`config.mk`:
```
export PLATFORM = sky130hd
export DESIGN_NAME = mul_div_controller
export DESIGN_NICKNAME = d
export VERILOG_FILES = /design/src/rtl/mul_div_controller.sv
export SDC_FILE = /design/constraint.sdc
export NUM_CORES = 1
export LEC_CHECK = 0
export CAP_MARGIN = 20
export CORE_AREA = 2 2 130 132
export CTS_BUF_LIST = sky130_fd_sc_hd__clkbuf_4 sky130_fd_sc_hd__clkbuf_8 sky130_fd_sc_hd__clkbuf_16
export DETAILED_ROUTE_END_ITERATION = 12
export DIE_AREA = 0 0 132 134
export PLACE_DENSITY = 0.82
export SYNTH_ARGS = -nofsm -noshare
export SYNTH_HDL_FRONTEND = slang
export SYNTH_SLANG_ARGS = --single-unit
export TNS_END_PERCENT = 30
```
`constraint.sdc`:
```
create_clock -name clock_i -period 3.8 [get_ports clock_i]
set_input_delay 0.57 -clock clock_i [delete_from_list [all_inputs] [get_ports clock_i]]
set_output_delay 0.57 -clock clock_i [all_outputs]
set_load 0.01 [all_outputs]
```
`src/rtl/mul_div_controller.sv`:
```
// Sequences the shared multiplier/divider for EX and owns the HI/LO registers.
// Define MUL_DIV_HILO_BYPASS_EN to make hi_o/lo_o show the value being committed in the commit cycle.
module mul_div_controller #(
  parameter int unsigned MUL_LATENCY = 2
) (
  input  logic        clock_i,
  input  logic        reset_ni,
  input  logic        req_valid_i,
  input  logic [2:0]  req_op_i,
  input  logic [31:0] req_src1_i,
  input  logic [31:0] req_src2_i,
  output logic        req_ready_o,
  input  logic        flush_i,
  output logic [31:0] unit_input1_o,
  output logic [31:0] unit_input2_o,
  output logic        unit_signed_o,
  output logic        mul_start_o,
  input  logic [63:0] mul_result_i,
  output logic        div_request_valid_o,
  input  logic        div_result_valid_i,
  input  logic [31:0] div_quotient_i,
  input  logic [31:0] div_remainder_i,
  output logic        busy_o,
  output logic        done_valid_o,
  output logic [31:0] hi_o,
  output logic [31:0] lo_o
);

  // state    | meaning
  // IDLE     | ready for a request; MT*/illegal ops complete here
  // MUL_WAIT | multiplier running, counter counts down to the result cycle
  // DIV_WAIT | divider requested, waiting for its done pulse
  typedef enum logic [1:0] {IDLE, MUL_WAIT, DIV_WAIT} state_e;

  localparam logic [2:0] OP_MULT  = 3'd0;
  localparam logic [2:0] OP_MULTU = 3'd1;
  localparam logic [2:0] OP_DIV   = 3'd2;
  localparam logic [2:0] OP_DIVU  = 3'd3;
  localparam logic [2:0] OP_MTHI  = 3'd4;
  localparam logic [2:0] OP_MTLO  = 3'd5;
  localparam logic [2:0] LAT      = 3'(MUL_LATENCY);

  state_e      state_q, state_d;
  logic [2:0]  cnt_q, cnt_d;
  logic [31:0] hi_q, hi_d, lo_q, lo_d;
  logic [31:0] in1_q, in1_d, in2_q, in2_d;
  logic        sgn_q, sgn_d;
  logic        mul_start_q, mul_start_d;
  logic        done_q, done_d;
  logic        accept;

  assign accept = req_valid_i && (state_q == IDLE) && !flush_i;

  always_comb begin
    state_d     = state_q;
    cnt_d       = cnt_q;
    hi_d        = hi_q;
    lo_d        = lo_q;
    in1_d       = in1_q;
    in2_d       = in2_q;
    sgn_d       = sgn_q;
    mul_start_d = 1'b0;
    done_d      = 1'b0;
    case (state_q)
      IDLE: begin
        if (accept) begin
          in1_d = req_src1_i;
          in2_d = req_src2_i;
          sgn_d = (req_op_i == OP_MULT) || (req_op_i == OP_DIV);
          case (req_op_i)
            OP_MULT, OP_MULTU: begin
              state_d     = MUL_WAIT;
              mul_start_d = 1'b1;
              cnt_d       = LAT;
            end
            OP_DIV, OP_DIVU: state_d = DIV_WAIT;
            OP_MTHI: begin
              hi_d   = req_src1_i;
              done_d = 1'b1;
            end
            OP_MTLO: begin
              lo_d   = req_src1_i;
              done_d = 1'b1;
            end
            default: ;
          endcase
        end
      end
      // flush always beats a same-cycle commit
      MUL_WAIT: begin
        if (flush_i) begin
          state_d = IDLE;
        end else if (cnt_q == 3'd0) begin
          hi_d    = mul_result_i[63:32];
          lo_d    = mul_result_i[31:0];
          done_d  = 1'b1;
          state_d = IDLE;
        end else begin
          cnt_d = cnt_q - 3'd1;
        end
      end
      DIV_WAIT: begin
        if (flush_i) begin
          state_d = IDLE;
        end else if (div_result_valid_i) begin
          hi_d    = div_remainder_i;
          lo_d    = div_quotient_i;
          done_d  = 1'b1;
          state_d = IDLE;
        end
      end
      default: state_d = IDLE;
    endcase
  end

  always_ff @(posedge clock_i or negedge reset_ni) begin
    if (!reset_ni) begin
      state_q     <= IDLE;
      cnt_q       <= '0;
      hi_q        <= '0;
      lo_q        <= '0;
      in1_q       <= '0;
      in2_q       <= '0;
      sgn_q       <= 1'b0;
      mul_start_q <= 1'b0;
      done_q      <= 1'b0;
    end else begin
      state_q     <= state_d;
      cnt_q       <= cnt_d;
      hi_q        <= hi_d;
      lo_q        <= lo_d;
      in1_q       <= in1_d;
      in2_q       <= in2_d;
      sgn_q       <= sgn_d;
      mul_start_q <= mul_start_d;
      done_q      <= done_d;
    end
  end

  assign req_ready_o         = (state_q == IDLE);
  assign busy_o              = (state_q != IDLE);
  assign div_request_valid_o = (state_q == DIV_WAIT);
  assign mul_start_o         = mul_start_q;
  assign done_valid_o        = done_q;
  assign unit_input1_o       = in1_q;
  assign unit_input2_o       = in2_q;
  assign unit_signed_o       = sgn_q;

`ifdef MUL_DIV_HILO_BYPASS_EN
  // hi_d/lo_d equal the registers except in an unflushed commit cycle
  assign hi_o = hi_d;
  assign lo_o = lo_d;
`else
  assign hi_o = hi_q;
  assign lo_o = lo_q;
`endif

endmodule

```
# After elaboration in Yosys (flattened, before gate mapping)

Index checks and enable logic that the tools add are counted.

Register bits after elaboration: 136
Output and inout port bits: 134
Bits of input ports: 200
Logic and storage cells: 83

Add/subtract/negate cells: 1
Multiplexer cells: 36
Reduce and logical (&&, ||, !) cells: 18
Equal/unequal tests: 19

Operator list:

| kind                                                                     | number |
|---|---|
| 32-bit 2-to-1 mux                                                        | 12 |
| 32-bit case mux with 3 select lines                                      | 2 |
| 7-bit AND reduction                                                      | 2 |
| 3-bit 2-to-1 mux                                                         | 4 |
| 2-bit 2-to-1 mux                                                         | 5 |
| 2-bit by 1-bit inequality test with 1-bit output (second input constant) | 5 |
| 1-bit 2-to-1 mux                                                         | 9 |
| 2-bit inequality test (second input constant)                            | 4 |
| 3-bit by 2-bit == test with 1-bit output (second input constant)         | 2 |
| 3-bit == test (second input constant)                                    | 2 |
| 3-bit logical NOT                                                        | 2 |
| 2-bit case mux with 3 select lines                                       | 1 |
| 3-bit case mux with 2 select lines                                       | 1 |
| 2-bit OR reduction                                                       | 3 |
| 5-bit AND reduction                                                      | 1 |
| 2-bit case mux with 2 select lines                                       | 1 |
| 4-bit AND reduction                                                      | 1 |
| 2-bit nonzero test                                                       | 2 |
| 3-bit by 1-bit == test with 1-bit output (second input constant)         | 1 |
| 3-bit by 1-bit inequality test with 1-bit output (second input constant) | 1 |
| 3-bit by 2-bit inequality test with 1-bit output (second input constant) | 1 |
| 3-bit inequality test (second input constant)                            | 1 |
| 1-bit case mux with 3 select lines                                       | 1 |
| 3-bit nonzero test                                                       | 1 |
| 8 further kinds                                                          | 9 |

# Longest topological paths before layout

Gate-level depths: netlist of the first run.

Word-level depth: 5
Gate-level depth with buffers: 8
Gate-level depth less buffers: 6

# Least setup slack after synthesis of the first run

OpenSTA, ideal clock, no wires.

Path type: register to register
From: register state_q[0]
To: register hi_q[0] (netlist: hi_o[0])
Cell stages (with the launch flop): 9
Data arrival time: 1.789 ns
Path slack: 1.886 ns
Library setup time: 0.125 ns
Path buffers: 2
Required time: 3.675 ns
Period minus slack after synthesis: 1.914 ns
Path through: dfrtp_1 inv_1 ha_1 buf_2 a21o_1 a21oi_4 nand3_4 buf_6 mux2_4

Cells in the longest elaborated chain, start to end: 5
Elaborated cells on any way between the ends: 14
Those cells by class: eq/ne (8); mux (1); reduce/logical (5)

RTL lines:

| item                                                              | RTL line | source |
|---|---|---|
| start: declaration                                                | 43       | `state_e state_q, state_d;` |
| start signal: assignment                                          | 128      | `state_q <= state_d;` |
| 2-bit logical NOT *                                               | -        |  |
| via req_ready_o                                                   | 12       | `output logic req_ready_o,` |
| 1-bit logical AND (2 in a row)                                    | 52       | `assign accept = req_valid_i && (state_q == IDLE) && !flush_i;` |
| 2-bit by 1-bit inequality test with 1-bit output (no source line) | -        |  |
| 7-bit AND reduction (no source line)                              | -        |  |
| end signal: assignment                                            | 130      | `hi_q <= hi_d;` |
| end: declaration                                                  | 45       | `logic [31:0] hi_q, hi_d, lo_q, lo_d;` |

Mark *: on every way through the listed nets, which the timed path passes. The rest lies on a longest branch.
A chain may end at the register's enable or synchronous reset.

# Worst setup path in the final report of the first run

From: register state_q[0]
To: output div_request_valid_o

Cells in the longest elaborated chain, start to end: 1

RTL lines:

| item             | RTL line | source |
|---|---|---|
| 2-bit == test    | 142      | `assign div_request_valid_o = (state_q == DIV_WAIT);` |
| end: declaration | 19       | `output logic div_request_valid_o,` |

Every way passes these cells.

==> results.json, run 1 <==
{
  "post-route-worst-setup-slack_ns": 0.911,
  "synth_area_um2": 6610,
  "viasPerCell": 5.15,
  "synth_area_leaders": "dfrtp_1 51%, mux2_4 14%, mux2_2 12%",
  "die_w_um": 132,
  "syn_inst": 515,
  "setup_viol": 0,
  "area_growth_pct": 62.2,
  "grt_pass1_wl_um": 31500,
  "yosys.area.top_type": "dfrtp_1",
  "cp-start-kind": "flip-flop",
  "cts_setup_buffers": 0,
  "fp.dieArea_um2": 17700,
  "coreArea_um2": 16300,
  "pre_cts_ws_ns": 0.993,
  "drt-pass1-iter-count": 5,
  "layout.nets": 1038,
  "fin_setup_tns_ns": 0,
  "skew_ns": 0.0140,
  "synth_edf_count": 0,
  "antenna_found_initial": 0,
  "synth_mux_area_share_pct": 25.4,
  "critPathArrivalTime_ns": 2.32,
  "swShare_pct": 32.3,
  "overflow": 0,
  "max_slew_margin_pct": 35.4,
  "p_leak_nw": 4.47,
  "crit_path_end_kind": "output port",
  "crit_type": "flip-flop to output port",
  "grt_setup_unrepaired": "false",
  "synth.ff_latch_count": 136,
  "cts_tree": "built",
  "instances_no_fill": 1065,
  "p_switching_w": 0.00279,
  "clock.fmax_mhz": 346,
  "ir_drop_v": 0.000563,
  "synth_top_family_by_area": "multiplexers",
  "synth_fp_nets": 721,
  "final_cell_mix": "332 x clkdlybuf4s50_1, 136 x dfrtp_1, 69 x mux2_2, 65 x a21oi_1, 64 x a22oi_1",
  "hold_buffers": 0,
  "p_int_w": 0.00584,
  "root_buffer": "clkbuf_16",
  "insertion_delay_ns": 0.42,
  "drtIter0Drc": 217,
  "clk_path_buf_depth": 2,
  "grt_max_degree": 97,
  "maxCapViolations": 0,
  "grt_usage_pct": 23.0,
  "synth_cell_type_count": 34,
  "synth_compound_area_share_pct": 14.4,
  "synth-simple-area-share_pct": 4.07,
  "post_cts_resize_count": 0,
  "initial_core_util_pct": 40.6,
  "slew_viol_final": 0,
  "cts.sinks": 136,
  "period_share_pct": 76.0,
  "dp.cells": 1033,
  "status": "finished, final reports clean",
  "ant_nets": 0,
  "netlist.area_leader.share_pct": 51.5,
  "cts_made_buffers": 17,
  "wl_per_cell_um": 19.2,
  "async_flop_share_pct": 100,
  "clock_power_share_pct": 20.7,
  "vias": 5488,
  "power_density_nw_per_um2": 805,
  "worstPathMaxFanout": 36,
  "yosysSeqAreaShare_pct": 51.5,
  "synthAdderAreaFrac_pct": 1.14,
  "routabilityCongestion": 0.775,
  "antennaDiodeCount": 0,
  "die_height_um": 134,
  "ys.flop_type": "dfrtp_1",
  "avgSynthCellArea_um2": 12.8,
  "totalWireLength_um": 20400,
  "cts.clk_slew.worst_paths_ns": 0.07,
  "htreeDepth": 4,
  "tightest_slew_ns": 0.970,
  "placementRows": 47,
  "critPathRequiredTime_ns": 3.23,
  "min_path_type": "input pin to asynchronous set/reset pin",
  "drive_gt1_share_pct": 20.7,
  "power_frac_seq_pct": 29.7,
  "dp_hpwl_um": 15100,
  "io_buffers": 333,
  "power.total_w": 0.00863,
  "finalHoldViolations": 0,
  "synth_xor_area_share_pct": 0,
  "drcViolationCount": 0,
  "layout_commonest_cell": "clkdlybuf4s50_1",
  "min_period_ns": 2.89,
  "synth_warnings": 0,
  "ios": 334,
  "p_comb_share_pct": 49.6,
  "grt_pass1_vias": 5759
}
[cells in the mapped netlist (2+ instances only)]
| library cell | instances |
|---|---|
| nor2_1 | 33 |
| o21ai_0 | 5 |
| ha_1 | 6 |
| nand2b_1 | 3 |
| dfrtp_1 | 136 |
| buf_2 | 16 |
| mux2_2 | 69 |
| a21oi_1 | 65 |
| clkbuf_1 | 13 |
| mux2_4 | 60 |
| nand3b_1 | 4 |
| nand3_4 | 2 |
| nor2b_1 | 2 |
| inv_1 | 6 |
| a22oi_1 | 64 |
| buf_1 | 5 |
| nand2_1 | 4 |
| buf_6 | 6 |
[cell families after synthesis]
logic type / count (synthesis)
muxes: 129
DFF: 136
and+or+nand+nor: 52
AOI/OAI and AO/OA: 146
adders and majority gates: 6
buffers and inverters: 46
[layout make-up]
| type | instances | area (um^2) |
|---|---|---|
| Timing Repair Buffer | 338 | 3400 |
| Multi-Input combinational cell | 333 | 2990 |
| Fill cell | 1231 | 5560 |
| Inverter | 6 | 22.5 |
| Sequential cell | 136 | 3400 |
| Clock inverter | 13 | 191 |
| Clock buffer | 19 | 447 |
| Tap cell | 220 | 275 |
[worst max-delay path, stage by stage, from the launching register on]
cell and delay [ns]:
dfrtp_1 0.41, inv_1 0.13, ha_2 0.70, clkdlybuf4s50_1 0.67
[power groups by stage]
stage / Combinational (W) / Sequential (W) / Clock, W
3_3_place_gp: 0.00421 / 0.00255 / 0
3_5_place_dp: 0.00430 / 0.00258 / 0
4_1_cts: 0.00432 / 0.00257 / 0.00182
2_1_floorplan: 0.00187 / 0.00286 / 0
5_1_grt: 0.00452 / 0.00265 / 0.00188
6_report: 0.00428 / 0.00257 / 0.00178
[through the flow]
stage / area, um^2 / hold slack [ns] / util, %
6_report: 10700 / 0.198 / 65.8
5_1_grt: 10700 / 0.262 / 65.8
4_1_cts: 10700 / 0.235 / 65.8
3_5_place_dp: 10100 / 0.491 / 61.9
3_3_place_gp: 10100 / 0.462 / 61.9
2_1_floorplan: 6610 / 0.274 / -
[routing by layer]
| metal | global-route usage (%) | vias up | routed length [um] |
|---|---|---|---|
| li1 | - | 2536 | - |
| met1 | 26.7 | 2671 | 8090 |
| met2 | 38.9 | 235 | 10100 |
| met3 | 8.43 | 46 | 1610 |
| met4 | 8.57 | 0 | 604 |
| met5 | 0 | - | 0 |
[final timing paths]
path	from	slack [ns]	depth (start not counted)	endpoint
worst max register to register	state_q[0]	1.22	7	state_q[1]
max in group asynchronous	reset_ni	2.82	2	unit_input2_o[14]
worst max-delay path	state_q[0]	0.91	3	div_request_valid_o
min in group clock_i	unit_input2_o[8]	0.50	1	unit_input2_o[8]
worst min register to register	unit_input2_o[8]	0.50	1	unit_input2_o[8]
worst min-delay path	reset_ni	0.20	1	hi_o[6]
[state kept, by name, summed over array words and instances, names as in the netlist, 2 cells and up]
register       flops
hi_o              32
unit_input2_o     32
state_q            2
unit_input1_o     32
cnt_q              3
lo_o              32
(Power assumes the default switching activity.)
==> run 2, diff against run 1 <==
--- a/config.mk
+++ b/config.mk
@@ -6,11 +6,10 @@
 export NUM_CORES = 1
 export LEC_CHECK = 0
 export CAP_MARGIN = 20
-export CORE_AREA = 2 2 130 132
+export CORE_UTILIZATION = 37
 export CTS_BUF_LIST = sky130_fd_sc_hd__clkbuf_4 sky130_fd_sc_hd__clkbuf_8 sky130_fd_sc_hd__clkbuf_16
 export DETAILED_ROUTE_END_ITERATION = 12
-export DIE_AREA = 0 0 132 134
-export PLACE_DENSITY = 0.82
+export PLACE_DENSITY = 0.79
 export SYNTH_ARGS = -nofsm -noshare
 export SYNTH_HDL_FRONTEND = slang
 export SYNTH_SLANG_ARGS = --single-unit
==> constraint.sdc (replaced) <==
create_clock -name clock_i -period 2.3 [get_ports clock_i]
set_input_delay 0.345 -clock clock_i [delete_from_list [all_inputs] [get_ports clock_i]]
set_output_delay 0.345 -clock clock_i [all_outputs]
set_load 0.01 [all_outputs]
==> run 2 against run 1 <==
Compared with the run above: total power increased by 67%; die area increased by 4.1%; largest cell class is now buffers; count of clock-buffer cells in the layout increased by 1; via count increased by 0.24%; final cell count increased by 1.4%.
==> results.json, run 2 (synthesis gave the netlist of run 1 again) <==
{
  "routabilityCongestion": 0.809,
  "final_area_um2": 10900,
  "overflow": 0,
  "timing.rr.end": "hi_o[19]",
  "dr_wl_met2_um": 10100,
  "power_density_nw_per_um2": 1320,
  "top_layer_used": "met4",
  "die_height_um": 136,
  "fp.dieArea_um2": 18400,
  "cts_made_buffers": 17,
  "vias": 5501,
  "placed_area_um2": 10300,
  "max_stage_delay_ns": 0.58,
  "layout.nets": 1049,
  "reg2reg_depth": 7,
  "post_cts_resize_count": 0,
  "wl_met3_um": 1650,
  "root_buffer": "clkbuf_16",
  "ir_drop_v": 0.000739,
  "dp_hpwl_um": 14900,
  "min_path_type": "input pin to asynchronous set/reset pin",
  "p_comb_share_pct": 50.0,
  "power_frac_seq_pct": 29.4,
  "crit_path_end_kind": "output port",
  "worstPathMaxFanout": 6,
  "pre_cts_ws_ns": 0.166,
  "instances_no_fill": 1080,
  "area_growth_pct": 64.9,
  "status": "finished, final reports clean",
  "grt_setup_unrepaired": "false",
  "clk_path_buf_depth": 2,
  "layout_commonest_cell": "clkdlybuf4s50_1",
  "p_switching_w": 0.00461,
  "setup_viol": 0,
  "swShare_pct": 32.0,
  "grt_usage_pct": 22.0,
  "r2r-start": "state_q[1]",
  "slew_viol_final": 0,
  "grt_pass1_wl_um": 30300,
  "crit_slowest_cell": "clkdlybuf4s50_1",
  "dp.cells": 1048,
  "grt_pass1_vias": 5652,
  "insertion_delay_ns": 0.42,
  "skew_ns": 0.0106,
  "clock_power_share_pct": 20.6,
  "post-route-worst-setup-slack_ns": 0.107,
  "critPathArrivalTime_ns": 1.85,
  "p_leak_nw": 4.57,
  "antenna_found_initial": 0,
  "cp-start-kind": "flip-flop",
  "crit_type": "flip-flop to output port",
  "crit_family": "buffers and inverters",
  "period_share_pct": 95.4,
  "cts.clk_slew.worst_paths_ns": 0.06,
  "final_cell_mix": "332 x clkdlybuf4s50_1, 136 x dfrtp_1, 69 x mux2_2, 65 x a21oi_1, 64 x a22oi_1",
  "drive_gt1_share_pct": 21.5,
  "drt-pass1-iter-count": 7,
  "drt-met1-wl_um": 7940,
  "grt_max_degree": 60,
  "critPathRequiredTime_ns": 1.96,
  "htreeDepth": 4,
  "totalWireLength_um": 20100,
  "r2r_slack_ns": 0.36,
  "io_buffers": 333,
  "maxCapViolations": 0,
  "min_period_ns": 2.19,
  "clock.fmax_mhz": 456,
  "cts.sinks": 136,
  "placementRows": 48,
  "cts_tree": "built",
  "viasPerCell": 5.09,
  "fin_setup_tns_ns": 0,
  "drcViolationCount": 0,
  "max_slew_margin_pct": 72.7,
  "finalHoldViolations": 0,
  "crit_chain": "inv_1 -> ha_2 -> clkdlybuf4s50_1",
  "tightest_slew_ns": 0.406,
  "coreArea_um2": 17400,
  "cts_setup_buffers": 0,
  "die_w_um": 136,
  "whs_ns": 0.354,
  "worst-path-buf-inv": 2,
  "p_int_w": 0.00978,
  "drtIter0Drc": 181,
  "antennaDiodeCount": 0,
  "ant_nets": 0,
  "wl_per_cell_um": 18.6,
  "initial_core_util_pct": 38.1,
  "ios": 334
}
## run 2: worst max-delay path by stage
stage                     cells after the start       start                  end  slack (ns)
after global routing                          3  state_q[0]  div_request_valid_o        0.05
after detailed placement                      6     flush_i              hi_o[1]        0.17
final                                         3  state_q[0]  div_request_valid_o        0.11
after CTS                                     3  state_q[0]  div_request_valid_o        0.07
after global placement                        6     flush_i             hi_o[10]        0.21
after floorplan                               8  state_q[0]              hi_o[0]        0.39
## run 2: metrics by stage
step                power, W  utilization [%]
finish                0.0144             62.8
global route          0.0152             62.8
CTS                   0.0145             62.8
detailed placement    0.0115             59.1
global placement      0.0113             59.1
floorplan            0.00781                -
## run 2: layout make-up
class / instances / area (um^2)
clock inverter: 11 / 170
tap: 225 / 282
timing repair buffer: 349 / 3570
fill: 1387 / 6450
clock buffer: 20 / 467
multi-input combinational: 333 / 2990
sequential: 136 / 3400
inverter: 6 / 22.5
## run 2: what timing repair did
item	4_1_cts	5_1_grt
endpoints found under the hold margin	22	0
setup endpoints to repair	0	0
hold buffers	1	0
## run 2: worst reg2reg max path, stage by stage, from the launching register on
cell     delay, ns
dfrtp_1       0.41
inv_1         0.13
ha_2          0.29
a21o_1        0.19
a21oi_4       0.09
nand3_4       0.07
buf_12        0.27
mux2_2        0.39
## run 2: metal layers
metal | GRT usage, % | up-vias
li1 | - | 2565
met1 | 25.9 | 2679
met2 | 37.8 | 233
met3 | 6.51 | 24
met4 | 7.74 | 0
met5 | 0 | -
## run 2: power by group through the flow
stage,sequential (W),clock (W),combinational [W]
after detailed placement,0.00424,0,0.00725
after global placement,0.00420,0,0.00712
final,0.00423,0.00296,0.00720
after CTS,0.00424,0.00301,0.00727
after global routing,0.00438,0.00312,0.00766
after floorplan,0.00472,0,0.00309
